## config.mk

```make
export PLATFORM = sky130hd
export DESIGN_NAME = z80_bus_arbiter_flat
export DESIGN_NICKNAME = d
export VERILOG_FILES = /design/src/rtl/z80_bus_arbiter_if.sv /design/src/rtl/z80_bus_arbiter.sv /design/src/flat_wrapper.sv
export SDC_FILE = /design/constraint.sdc
export NUM_CORES = 1
export LEC_CHECK = 0
export ABC_AREA = 1
export CAP_MARGIN = 5
export CORE_ASPECT_RATIO = 0.5
export CORE_MARGIN = 1.5
export CORE_UTILIZATION = 50
export CTS_CLUSTER_DIAMETER = 30
export CTS_CLUSTER_SIZE = 25
export DETAILED_ROUTE_END_ITERATION = 16
export PLACE_DENSITY_LB_ADDON = 0.3
export SYNTH_ARGS = -nofsm -noshare
export SYNTH_HDL_FRONTEND = slang
export SYNTH_SLANG_ARGS = --single-unit
```

## constraint.sdc

```tcl
create_clock -name clk -period 2.1 [get_ports clk]
set_input_delay 0.42 -clock clk [delete_from_list [all_inputs] [get_ports clk]]
set_output_delay 0.42 -clock clk [all_outputs]
set_load 0.03 [all_outputs]
```

## src/rtl/z80_bus_arbiter_if.sv

```systemverilog
// rtl/z80_bus_arbiter_if.sv - Z80 core / DMA requester bus-sharing signals
// master: arbiter side; slave: core + requester side.
interface z80_bus_arbiter_if;
  logic cpu_cen;
  logic cpu_busrq_n;
  logic cpu_busak_n;
  logic dma_req;
  logic dma_strobe;
  logic dma_last;
  logic dma_gnt;
  logic bus_sel;
  logic timeout_err;

  modport master (
    output cpu_cen, cpu_busrq_n, dma_gnt, bus_sel, timeout_err,
    input  cpu_busak_n, dma_req, dma_strobe, dma_last
  );

  modport slave (
    input  cpu_cen, cpu_busrq_n, dma_gnt, bus_sel, timeout_err,
    output cpu_busak_n, dma_req, dma_strobe, dma_last
  );
endinterface

```

## src/rtl/z80_bus_arbiter.sv

```systemverilog
// rtl/z80_bus_arbiter.sv - Z80 bus sharing between CPU and one DMA requester
// Optional busak timeout watchdog: Z80_ARB_TIMEOUT_EN.
module z80_bus_arbiter #(
  parameter int CEN_DIV     = 2,
  parameter int MAX_BURST   = 16,
  parameter int MIN_CPU_CEN = 4,
  parameter int TIMEOUT     = 64
) (
  input logic              clk,
  input logic              reset_n,
  z80_bus_arbiter_if.master bus
);

  typedef enum logic [1:0] {S_IDLE, S_REQ, S_GRANT, S_RELEASE} state_t;

  localparam logic [4:0] CEN_LAST  = 5'(CEN_DIV - 1);
  localparam logic [7:0] BURST_MAX = 8'(MAX_BURST);
  localparam logic [7:0] FAIR_MAX  = 8'(MIN_CPU_CEN);

  state_t     r_state;
  logic [4:0] r_cen_cnt;
  logic       r_cen;
  logic       r_busak_meta;
  logic       r_busak_sync;
  logic       r_busrq_n;
  logic       r_gnt;
  logic       r_bus_sel;
  logic [7:0] r_burst_cnt;
  logic [7:0] r_fair_cnt;
  logic       w_grant_end;

  assign w_grant_end = !bus.dma_req ||
                       (bus.dma_strobe && (bus.dma_last || r_burst_cnt == 8'd1));

  always_ff @(posedge clk or negedge reset_n) begin
    if (!reset_n) begin
      r_cen_cnt <= '0;
      r_cen     <= 1'b0;
    end else begin
      r_cen_cnt <= (r_cen_cnt == CEN_LAST) ? 5'd0 : r_cen_cnt + 5'd1;
      r_cen     <= (r_cen_cnt == CEN_LAST);
    end
  end

  always_ff @(posedge clk or negedge reset_n) begin
    if (!reset_n) begin
      r_busak_meta <= 1'b1;
      r_busak_sync <= 1'b1;
    end else begin
      r_busak_meta <= bus.cpu_busak_n;
      r_busak_sync <= r_busak_meta;
    end
  end

`ifdef Z80_ARB_TIMEOUT_EN
  localparam logic [15:0] TO_LAST = 16'(TIMEOUT - 1);
  logic [15:0] r_to_cnt;
  logic        r_timeout_err;
  assign bus.timeout_err = r_timeout_err;
`else
  // Watchdog not built; the comparison keeps TIMEOUT referenced and is always 0.
  assign bus.timeout_err = (TIMEOUT < 0);
`endif

  always_ff @(posedge clk or negedge reset_n) begin
    if (!reset_n) begin
      r_state     <= S_IDLE;
      r_busrq_n   <= 1'b1;
      r_gnt       <= 1'b0;
      r_bus_sel   <= 1'b0;
      r_burst_cnt <= '0;
      r_fair_cnt  <= '0;
`ifdef Z80_ARB_TIMEOUT_EN
      r_to_cnt      <= '0;
      r_timeout_err <= 1'b0;
`endif
    end else begin
      case (r_state)
        S_IDLE: begin
`ifdef Z80_ARB_TIMEOUT_EN
          r_to_cnt <= '0;
`endif
          if (bus.dma_req && r_fair_cnt == 8'd0) begin
            r_state   <= S_REQ;
            r_busrq_n <= 1'b0;
          end else if (r_cen && r_fair_cnt != 8'd0) begin
            r_fair_cnt <= r_fair_cnt - 8'd1;
          end
        end
        S_REQ: begin
          if (!bus.dma_req) begin
            r_state   <= S_RELEASE;
            r_busrq_n <= 1'b1;
`ifdef Z80_ARB_TIMEOUT_EN
            r_to_cnt  <= '0;
`endif
          end else if (!r_busak_sync) begin
            r_state     <= S_GRANT;
            r_gnt       <= 1'b1;
            r_bus_sel   <= 1'b1;
            r_burst_cnt <= BURST_MAX;
`ifdef Z80_ARB_TIMEOUT_EN
            r_to_cnt    <= '0;
          end else if (r_to_cnt == TO_LAST) begin
            r_state       <= S_IDLE;
            r_busrq_n     <= 1'b1;
            r_fair_cnt    <= FAIR_MAX;
            r_timeout_err <= 1'b1;
          end else begin
            r_to_cnt <= r_to_cnt + 16'd1;
`endif
          end
        end
        S_GRANT: begin
          if (bus.dma_strobe) begin
            r_burst_cnt <= r_burst_cnt - 8'd1;
          end
          // Grant and mux select fall together with the request release.
          if (w_grant_end) begin
            r_state   <= S_RELEASE;
            r_gnt     <= 1'b0;
            r_bus_sel <= 1'b0;
            r_busrq_n <= 1'b1;
          end
        end
        S_RELEASE: begin
          r_busrq_n <= 1'b1;
          if (r_busak_sync) begin
            r_state    <= S_IDLE;
            r_fair_cnt <= FAIR_MAX;
`ifdef Z80_ARB_TIMEOUT_EN
          end else if (r_to_cnt == TO_LAST) begin
            r_state       <= S_IDLE;
            r_bus_sel     <= 1'b0;
            r_fair_cnt    <= FAIR_MAX;
            r_timeout_err <= 1'b1;
          end else begin
            r_to_cnt <= r_to_cnt + 16'd1;
`endif
          end
        end
        default: r_state <= S_IDLE;
      endcase
    end
  end

  assign bus.cpu_cen     = r_cen;
  assign bus.cpu_busrq_n = r_busrq_n;
  assign bus.dma_gnt     = r_gnt;
  assign bus.bus_sel     = r_bus_sel;

endmodule

```

## src/flat_wrapper.sv

```systemverilog
// flat-port wrapper written by rule: the top's interface ports become plain ports
module z80_bus_arbiter_flat 
#(
  parameter int CEN_DIV     = 2,
  parameter int MAX_BURST   = 16,
  parameter int MIN_CPU_CEN = 4,
  parameter int TIMEOUT     = 64
)
  (clk, reset_n, bus_cpu_cen, bus_cpu_busrq_n, bus_dma_gnt, bus_bus_sel, bus_timeout_err, bus_cpu_busak_n, bus_dma_req, bus_dma_strobe, bus_dma_last);
  z80_bus_arbiter_if bus_i ();
  input logic clk;
  input logic reset_n;
  output wire logic [$bits(bus_i.cpu_cen)-1:0] bus_cpu_cen;
  output wire logic [$bits(bus_i.cpu_busrq_n)-1:0] bus_cpu_busrq_n;
  output wire logic [$bits(bus_i.dma_gnt)-1:0] bus_dma_gnt;
  output wire logic [$bits(bus_i.bus_sel)-1:0] bus_bus_sel;
  output wire logic [$bits(bus_i.timeout_err)-1:0] bus_timeout_err;
  input wire logic [$bits(bus_i.cpu_busak_n)-1:0] bus_cpu_busak_n;
  input wire logic [$bits(bus_i.dma_req)-1:0] bus_dma_req;
  input wire logic [$bits(bus_i.dma_strobe)-1:0] bus_dma_strobe;
  input wire logic [$bits(bus_i.dma_last)-1:0] bus_dma_last;
  assign bus_cpu_cen = bus_i.cpu_cen;
  assign bus_cpu_busrq_n = bus_i.cpu_busrq_n;
  assign bus_dma_gnt = bus_i.dma_gnt;
  assign bus_bus_sel = bus_i.bus_sel;
  assign bus_timeout_err = bus_i.timeout_err;
  assign bus_i.cpu_busak_n = bus_cpu_busak_n;
  assign bus_i.dma_req = bus_dma_req;
  assign bus_i.dma_strobe = bus_dma_strobe;
  assign bus_i.dma_last = bus_dma_last;
  z80_bus_arbiter #(.CEN_DIV(CEN_DIV), .MAX_BURST(MAX_BURST), .MIN_CPU_CEN(MIN_CPU_CEN), .TIMEOUT(TIMEOUT)) u_core (.clk(clk), .reset_n(reset_n), .bus(bus_i));
endmodule
```

==> results of run 1 <==
==> Yosys cell counts (all sizes together) <==
| master | number |
|---|---|
| dfrtp | 25 |
| o21a | 1 |
| nor2 | 21 |
| nand2 | 63 |
| nor3 | 2 |
| o22ai | 1 |
| xor2 | 6 |
| a21oi | 3 |
| buf | 5 |
| nand3 | 18 |
| or2 | 3 |
| nand4 | 4 |
| xnor2 | 2 |
| nand3b | 1 |
| inv | 27 |
| dfstp | 3 |
| and2b | 1 |
| o21ai | 15 |
| ha | 11 |
| o31ai | 1 |
| conb | 1 |
==> how the worst max path moves through the flow <==
stage,startpoint,to,cells past startpoint
global placement,bus_dma_req,u_core.r_burst_cnt[4]$_DFFE_PN0P_,6
finish,u_core.bus.cpu_busrq_n$_DFFE_PN1P_,bus_cpu_busrq_n,1
global route,u_core.r_state[0]$_DFFE_PN0P_,u_core.r_burst_cnt[4]$_DFFE_PN0P_,7
floorplan,u_core.r_state[0]$_DFFE_PN0P_,u_core.r_burst_cnt[5]$_DFFE_PN0P_,9
detailed placement,bus_dma_req,u_core.r_burst_cnt[4]$_DFFE_PN0P_,6
CTS,u_core.bus.cpu_busrq_n$_DFFE_PN1P_,bus_cpu_busrq_n,1
==> cell families after synthesis <==
family,count (synthesis)
and+or+nand+nor,113
buffers and inverters,32
DFF,28
AOI/OAI and AO/OA,21
adders and majority gates,11
xor gates and xnor gates,8
other,1
==> final cells by class <==
type,count,area [um^2]
Timing Repair Buffer,11,105
Clock buffer,4,55.1
Sequential cell,28,704
Fill cell,281,1260
Multi-Input combinational cell,154,822
Inverter,27,101
Tap cell,40,50.0
==> layer usage <==
metal  part of all wire [%]  vias up  wire length, um
met1                     50      588             1420
met5                      0        -                0
met2                     45       16             1300
li1                       -      687                -
met4                   0.74        0               21
met3                    4.1        5              117
==> power by group <==
part	switching (mW)	total (mW)	internal, mW
Combinational	0.934	1.51	0.573
Clock	0.170	0.338	0.168
Sequential	0.153	0.885	0.732
==> state kept, by name, indices dropped and copies added (netlist names) <==
name	flops
u_core.r_state	2
u_core.r_burst_cnt	8
u_core.r_cen_cnt	5
u_core.bus.cpu_busrq_n	1
u_core.r_busak_meta	1
u_core.r_fair_cnt	8
u_core.r_busak_sync	1
u_core.bus.dma_gnt	1
u_core.bus.cpu_cen	1
==> impl_summary.md, run 1 <==
Global route
The aggregate global-route resource usage is 17.3%. The initial antenna violation count is 0. The global routing stage identified its most utilized layer as met2. The number of global-route vias before repair came to 1,138. Entering global routing, the biggest net connects 29 pins. For met3 alone, demand over resource in global routing was 5.14%. Global routing used a little over a fifth of the available met1 tracks.

The first global-routing pass estimated 4.98 mm of wire. Global routing consumed, on the met2 layer, 29.8% of the routing resources. The sum of overflow across all layers after global routing is 0.

Logic synthesis
The mux contribution to synthesized area is 0%. The synthesized netlist devotes 4.19% of its cell area to XOR and XNOR gates. The total of warnings raised by yosys is 0. The top cell type by area accounts for 37.4% of the synthesized area. The flip-flop and latch count after synthesis is 28.

Counting every instance in the synthesized netlist gives ~210. By area the synthesized netlist is led by sky130_fd_sc_hd__dfrtp_1 (37%), sky130_fd_sc_hd__nand2_1 (14%), sky130_fd_sc_hd__ha_1 (8.2%). The largest total area in the synthesized netlist belongs to sky130_fd_sc_hd__dfrtp_1. Counting every net in the synthesized netlist gives around 230. The sequential-to-total area share from yosys stat is 42.1%. The number of unique standard cell types used by synthesis is 28. The average size of a mapped cell is 7.82 um^2. The dominant combinational cell family by area after synthesis is simple AND/OR/NAND/NOR gates. The synthesized netlist occupies a cell area of approximately 1700 um^2. The share of the synthesized area in compound gates (AO/OA/AOI/OAI) is under 10%.

The adder-cell share of the synthesized area is under 10%. The synthesized-area fraction occupied by and/or/nand/nor cells is ~29%.

Drt
For this block, the via count after detailed routing is 1,296. The final layout contains routed wiring with a total length of 2.85 mm. In the routed design, unresolved DRC markers number 2. The detailed-routing iteration count for the pre-antenna-repair pass is 11. After detailed routing, the number of vias per cell comes to 4.91. The detailed router finished its first iteration with 62 violations. After detailed routing, the average wire length per cell comes to around 11 um. In this run the remaining antenna-violating nets after routing total 0.

Critical path
Walking the worst path, the cells encountered are clkdlybuf4s50_1. The longest individual stage delay on the worst path is 0.66 ns. For the worst setup path, the data required time is 1.68 ns.

The critical path start-end classification is reg -> out. The kind of end point of the critical path is an output port. The depth of the worst register-to-register path is 7. The worst setup path is launched from a register.

The worst endpoint data arrival time is 1.46 ns. The cell family contributing the most delay on the critical path is buffers and inverters. The startpoint identified for the worst register-to-register timing path is u_core.r_state[0]$_DFFE_PN0P_. The standard cell with the maximum stage delay on the critical path is sky130_fd_sc_hd__clkdlybuf4s50_1. Setup slack on the worst reg-to-reg path comes out at 0.38 ns.

The total buffers and inverters traversed by the critical path is 1. Of all nets on the critical path, the largest fanout is 2. The end of the worst register-to-register path is u_core.r_burst_cnt[4]$_DFFE_PN0P_.

Place
The placed wire-length estimate is between 2 and 2.5 mm. The number of port buffers is 9. The cell area reported after detailed placement is 1780 um^2.

The minimum setup slack after placement is 0.172 ns. At the end of routability-driven placement, the weighted congestion stood at 0.920. The cell count after placement is 260.

CTS
In this run the clock root is driven by a sky130_fd_sc_hd__clkbuf_8. Clock-pin slew was measured on the worst setup and hold paths at 0.09 ns. The number of buffers added for setup after CTS is 0. Clock tree synthesis inserted a total of 3 buffers.

The CTS tree is built. The number of buffers on the longest clock path is 2. The insertion delay to the later sink of the worst-skew pair is 0.28 ns. The post-cts resize count is 0. The maximum level of the CTS H-tree is 1. Hold repair after CTS inserted 0 buffers.

The tree built by TritonCTS fans out to 28 sinks.

Pwr
Across the VDD grid, the largest voltage drop is 0.516 mV. The design draws ~2.7 mW. The total power density per cell area is 1490 nW/um^2. The leakage power is 0.945 nW.

Finish
The antenna cell count is 0. The library cell used most frequently in the layout, excluding fill and tap cells, is sky130_fd_sc_hd__nand2_1. Cells fill 59.3% of the core in the end. Cells with a size suffix above 1 make up between 8 and 9% of the layout. Compared with the post-synthesis result, the final layout area differs by 9.87%.

The final net count is 242. In the layout the commonest cells are sky130_fd_sc_hd__nand2_1 (62), sky130_fd_sc_hd__inv_1 (25), sky130_fd_sc_hd__dfrtp_1 (25), sky130_fd_sc_hd__nor2_1 (20), sky130_fd_sc_hd__nand3_1 (18). The final non-filler cell total is 264.

The post-route cell area is 1840 um^2.

Min path
The path with the worst hold slack has its endpoint at u_core.r_busak_sync$_DFF_PN1_. The beginning of the worst hold path is u_core.r_busak_meta$_DFF_PN1_. The worst hold path passes through 0 cells. The path category of the worst min-delay check is reg -> reg.

Status
The run finished, with violations left. The checks that failed: DRC.

Die
The chip height is 43.9 um. The floorplan step set the die width to 84.8 um. In this run the core area contains 14 standard-cell rows.

The number of primary I/O pins is 11. The initial utilization of the core area, before any placement, comes to 54.0%. The total die area is 3720 um^2. The area of the core region is 3100 um^2.

Timing
The final hold violation count is 0. The total negative setup slack is 0 ns. Across all hold checks on the routed design, the worst slack comes to about 0.36 ns. The post-route minimum period is 1.88 ns. The clock arrives with 0.0131 ns of skew.

The count of final max-slew check failures is 0. The setup slack after layout is 0.215 ns. Setup repair after global routing left no endpoint under its margin. The setup-violating endpoint count in the final report is 0. The part of the cycle the worst path needs is 89.8%.

The achievable frequency is between 500 and 600 MHz.

Job
The total of max-cap violations is 0.
(Power assumes the default switching activity.)
==> run 2: changes to the inputs <==
DONT_BUFFER_PORTS = 1   (was unset)
==> run 2 against run 1 <==
Effect of this change: the run still ends with DRC left; utilization fell by 2.5 points; via count shrank 2.8%; sequential share of layout area is 1.7 points higher; flip-flop and latch count did not move; combinational power shrank 7%; die area is the same; register-to-register slack about the same; sequential power grew 6.6%; critical endpoint is now u_core.r_burst_cnt[2]$_DFFE_PN0P_; highest routed layer unchanged.
==> impl_summary.md, run 2 (synthesis results as in run 1) <==
Status
The run finished, with violations left. The final reports fail on DRC.

Die
The initial core utilization is 54.0% (unchanged). The number of primary I/O pins was 11 (unchanged). The count of standard-cell rows is 14 (unchanged). The chip height was 43.9 um (unchanged).

The die extent in x is 84.8 um (unchanged). The area of the core region is 3100 um^2 (unchanged). The total die area is 3720 um^2 (unchanged).

Min path
The path category of the worst min-delay check is in -> reg. For hold timing, the worst endpoint is u_core.r_busak_meta$_DFF_PN1_. In this run the most critical hold path is launched from bus_cpu_busak_n. The cell count of the worst hold path is 0 (unchanged).

Finish
The post-synthesis to final-layout area growth is 5.24%. The final net count is 234 (-3.3%). The final non-filler cell total was 256 (-3.0%). The antenna cell count is 0 (unchanged). The share of final-layout standard cells stronger than drive strength 1 is 8.33% (-0.15 points). The post-route cell area is 1760 um^2 (-4.2%). The largest registers in the layout are u_core.r_burst_cnt: 8 flops, u_core.r_fair_cnt: 8 flops, u_core.r_cen_cnt: 5 flops. The top cell types in the final layout, fill and taps aside, are sky130_fd_sc_hd__nand2_1 (62), sky130_fd_sc_hd__inv_1 (25), sky130_fd_sc_hd__dfrtp_1 (25), sky130_fd_sc_hd__nor2_1 (20), sky130_fd_sc_hd__nand3_1 (18).

The library cell used most frequently in the layout, excluding fill and tap cells, is sky130_fd_sc_hd__nand2_1.

CTS
The CTS tree is built. CTS placed an instance of sky130_fd_sc_hd__clkbuf_8 at the clock tree root. The number of buffers added for setup after CTS is 0 (unchanged).

The clock transition time at the flip-flop clock pins of the worst setup and hold paths is 0.09 ns (about the same). The maximum level of the CTS H-tree is 1 (unchanged). The number of sinks driven by the clock tree is 28 (unchanged).

The post-cts resize count is 0 (unchanged). The number of buffers on the longest clock path is 2 (unchanged). The insertion delay to the later sink of the worst-skew pair came to 0.27 ns (about the same). The number of buffers created by CTS is 3 (unchanged).

Pwr
The cell-internal power is 1.39 mW (-5.5%). The net switching component of the power is 1.24 mW (-1.6%). The post-route total power came to 2.63 mW (-3.7%). The worst IR drop on VDD is 0.396 mV (-23%).

The leakage power is 0.913 nW (-3.4%). The relative contribution of sequential cells to total power is 35.9% (+3.5 points). The portion of total power attributed to combinational logic came to 53.3% (-1.9 points).

The total power density per cell area is 1490 nW/um^2 (+0.53%). The fraction of power spent switching nets came to 47.0% (+1.0 points). The part of the power in the clock network is 10.8% (-1.6 points).

Global route
The largest net degree at the start of global routing came to 29 (unchanged). The sum of overflow across all layers after global routing was 0 (unchanged). The aggregate global-route resource usage was 16.0% (-1.2 points).

The number of global-route vias before repair is 1,108 (-2.6%). The initial antenna violation count is 0 (unchanged). The first-pass GRT wire length was 4.64 mm (-6.8%).

Place
The cell count after placement is 250 (-3.8%). The last weighted congestion value of the routability-driven placer came to 0.844 (-8.3%). The placed wire-length estimate is 2.13 mm (+1.7%).

The number of port buffers is 0 (-9). The cell area reported after detailed placement was 1690 um^2 (-5.5%).

Critical path
The worst-case register-to-register setup slack is 0.37 ns (about the same). The worst endpoint data arrival time is 1.92 ns (+0.46 ns). The maximum net fanout on the critical path is 12 (+10). The kind of launch point of the worst setup path is a register.

The cell family contributing the most delay on the critical path is simple AND/OR/NAND/NOR gates. The data required time at the worst endpoint is 2.29 ns (+0.61 ns). The total buffers and inverters traversed by the critical path is 1 (unchanged). The critical path start-end classification is reg -> reg. The longest individual stage delay on the worst path came to 0.43 ns (-0.23 ns). The start of the worst register-to-register path is u_core.r_state[1]$_DFFE_PN0P_. On the critical path, the stage with the largest delay is an instance of sky130_fd_sc_hd__dfrtp_1.

The depth of the worst register-to-register path came to 7 (unchanged). The worst register-to-register path ends at u_core.r_burst_cnt[2]$_DFFE_PN0P_. Traced cell by cell, the critical path runs through inv_1 > ha_1 > nand2_1 > o22ai_2 > and2b_1 > nand4_1 > o21ai_0.

The worst setup path is captured at a register.

Drt
The via count is 1,260 (-2.8%). The initial detailed-routing violation count came to 58 (-6.5%). The antenna violation net count after detailed routing was 0 (unchanged). The detailed-routing iteration count for the pre-antenna-repair pass is 12 (+1). The post-detailed-routing wire length came to 2.75 mm (-3.7%). The DRC violation count after routing is 1 (-1).

The average vias per placed instance is 4.92 (+0.26%). The average wire per cell in the routed design came to 10.7 um (-0.71%).

Timing
The transition time at the pin with the least slew margin is 0.562 ns. The final worst clock skew is 0.00650 ns (-0.00661 ns). Measured against its own limit, the worst slew margin works out to 62.5%. The setup-violating endpoint count in the final report came to 0 (unchanged). The final hold violation count is 0 (unchanged). The count of final max-slew check failures is 0 (unchanged). The achievable frequency is 578 MHz (+8.9%).

The part of the cycle the worst path needs came to 82.4% (-7.3 points). The total negative setup slack is 0 ns (unchanged). Setup repair after global routing left no endpoint under its margin. The post-route minimum period is 1.73 ns (-0.154 ns).

Job
The total of max-cap violations was 0 (unchanged).
==> run 2: cell types whose count changed in the layout (fill, tap and decap cells not counted), sizes merged <==
cell / before / now
dlygate4sd3: 0 / 1
clkdlybuf4s50: 9 / 0
==> run 2: final cells by class <==
class                      count  area (um^2)
inverter                      27          101
clock buffer                   4         45.0
tap                           40         50.0
multi-input combinational    154          822
sequential                    28          704
fill                         275         1340
timing repair buffer           3         37.5
==> run 2: how the worst max path moves through the flow <==
stage	startpoint	to	slack, ns	depth (start not counted)
after global routing	u_core.r_state[1]$_DFFE_PN0P_	u_core.r_burst_cnt[2]$_DFFE_PN0P_	0.13	7
after global placement	u_core.r_state[0]$_DFFE_PN0P_	u_core.r_burst_cnt[5]$_DFFE_PN0P_	0.47	7
after floorplan	u_core.r_state[0]$_DFFE_PN0P_	u_core.r_burst_cnt[5]$_DFFE_PN0P_	0.54	9
after CTS	u_core.r_state[0]$_DFFE_PN0P_	u_core.r_burst_cnt[2]$_DFFE_PN0P_	0.36	7
after detailed placement	u_core.r_state[0]$_DFFE_PN0P_	u_core.r_burst_cnt[2]$_DFFE_PN0P_	0.39	7
final	u_core.r_state[1]$_DFFE_PN0P_	u_core.r_burst_cnt[2]$_DFFE_PN0P_	0.37	7
==> run 2: layer usage <==
layer  up-vias  track usage (%)  wire, um
met1       574             20.6      1420
li1        672                -         -
met2        12             26.9      1240
met3         2             5.33        82
met5         -                0         0
met4         0             3.61         8
==> run 2: through the flow <==
stage | setup slack [ns] | util [%] | hold slack, ns
2_1_floorplan | 0.542 | - | 0.124
3_3_place_gp | 0.471 | 54.4 | 0.125
3_5_place_dp | 0.388 | 54.4 | 0.125
4_1_cts | 0.364 | 56.8 | 0.134
5_1_grt | 0.126 | 56.8 | 0.119
6_report | 0.369 | 56.8 | 0.145
==> run 2: power groups by stage <==
| stage | Clock (mW) | Combinational (mW) | Sequential, mW |
|---|---|---|---|
| after floorplan | 0 | 1.25 | 0.897 |
| after global placement | 0 | 1.35 | 0.949 |
| after detailed placement | 0 | 1.39 | 0.951 |
| after CTS | 0.301 | 1.41 | 0.942 |
| after global routing | 0.324 | 1.61 | 0.968 |
| final | 0.285 | 1.40 | 0.943 |
==> run 2: timing repair <==
item / in CTS / in global routing
endpoints found under the hold margin: 28 / 0
hold buffers: 2 / 0
setup endpoints to repair: 0 / 0
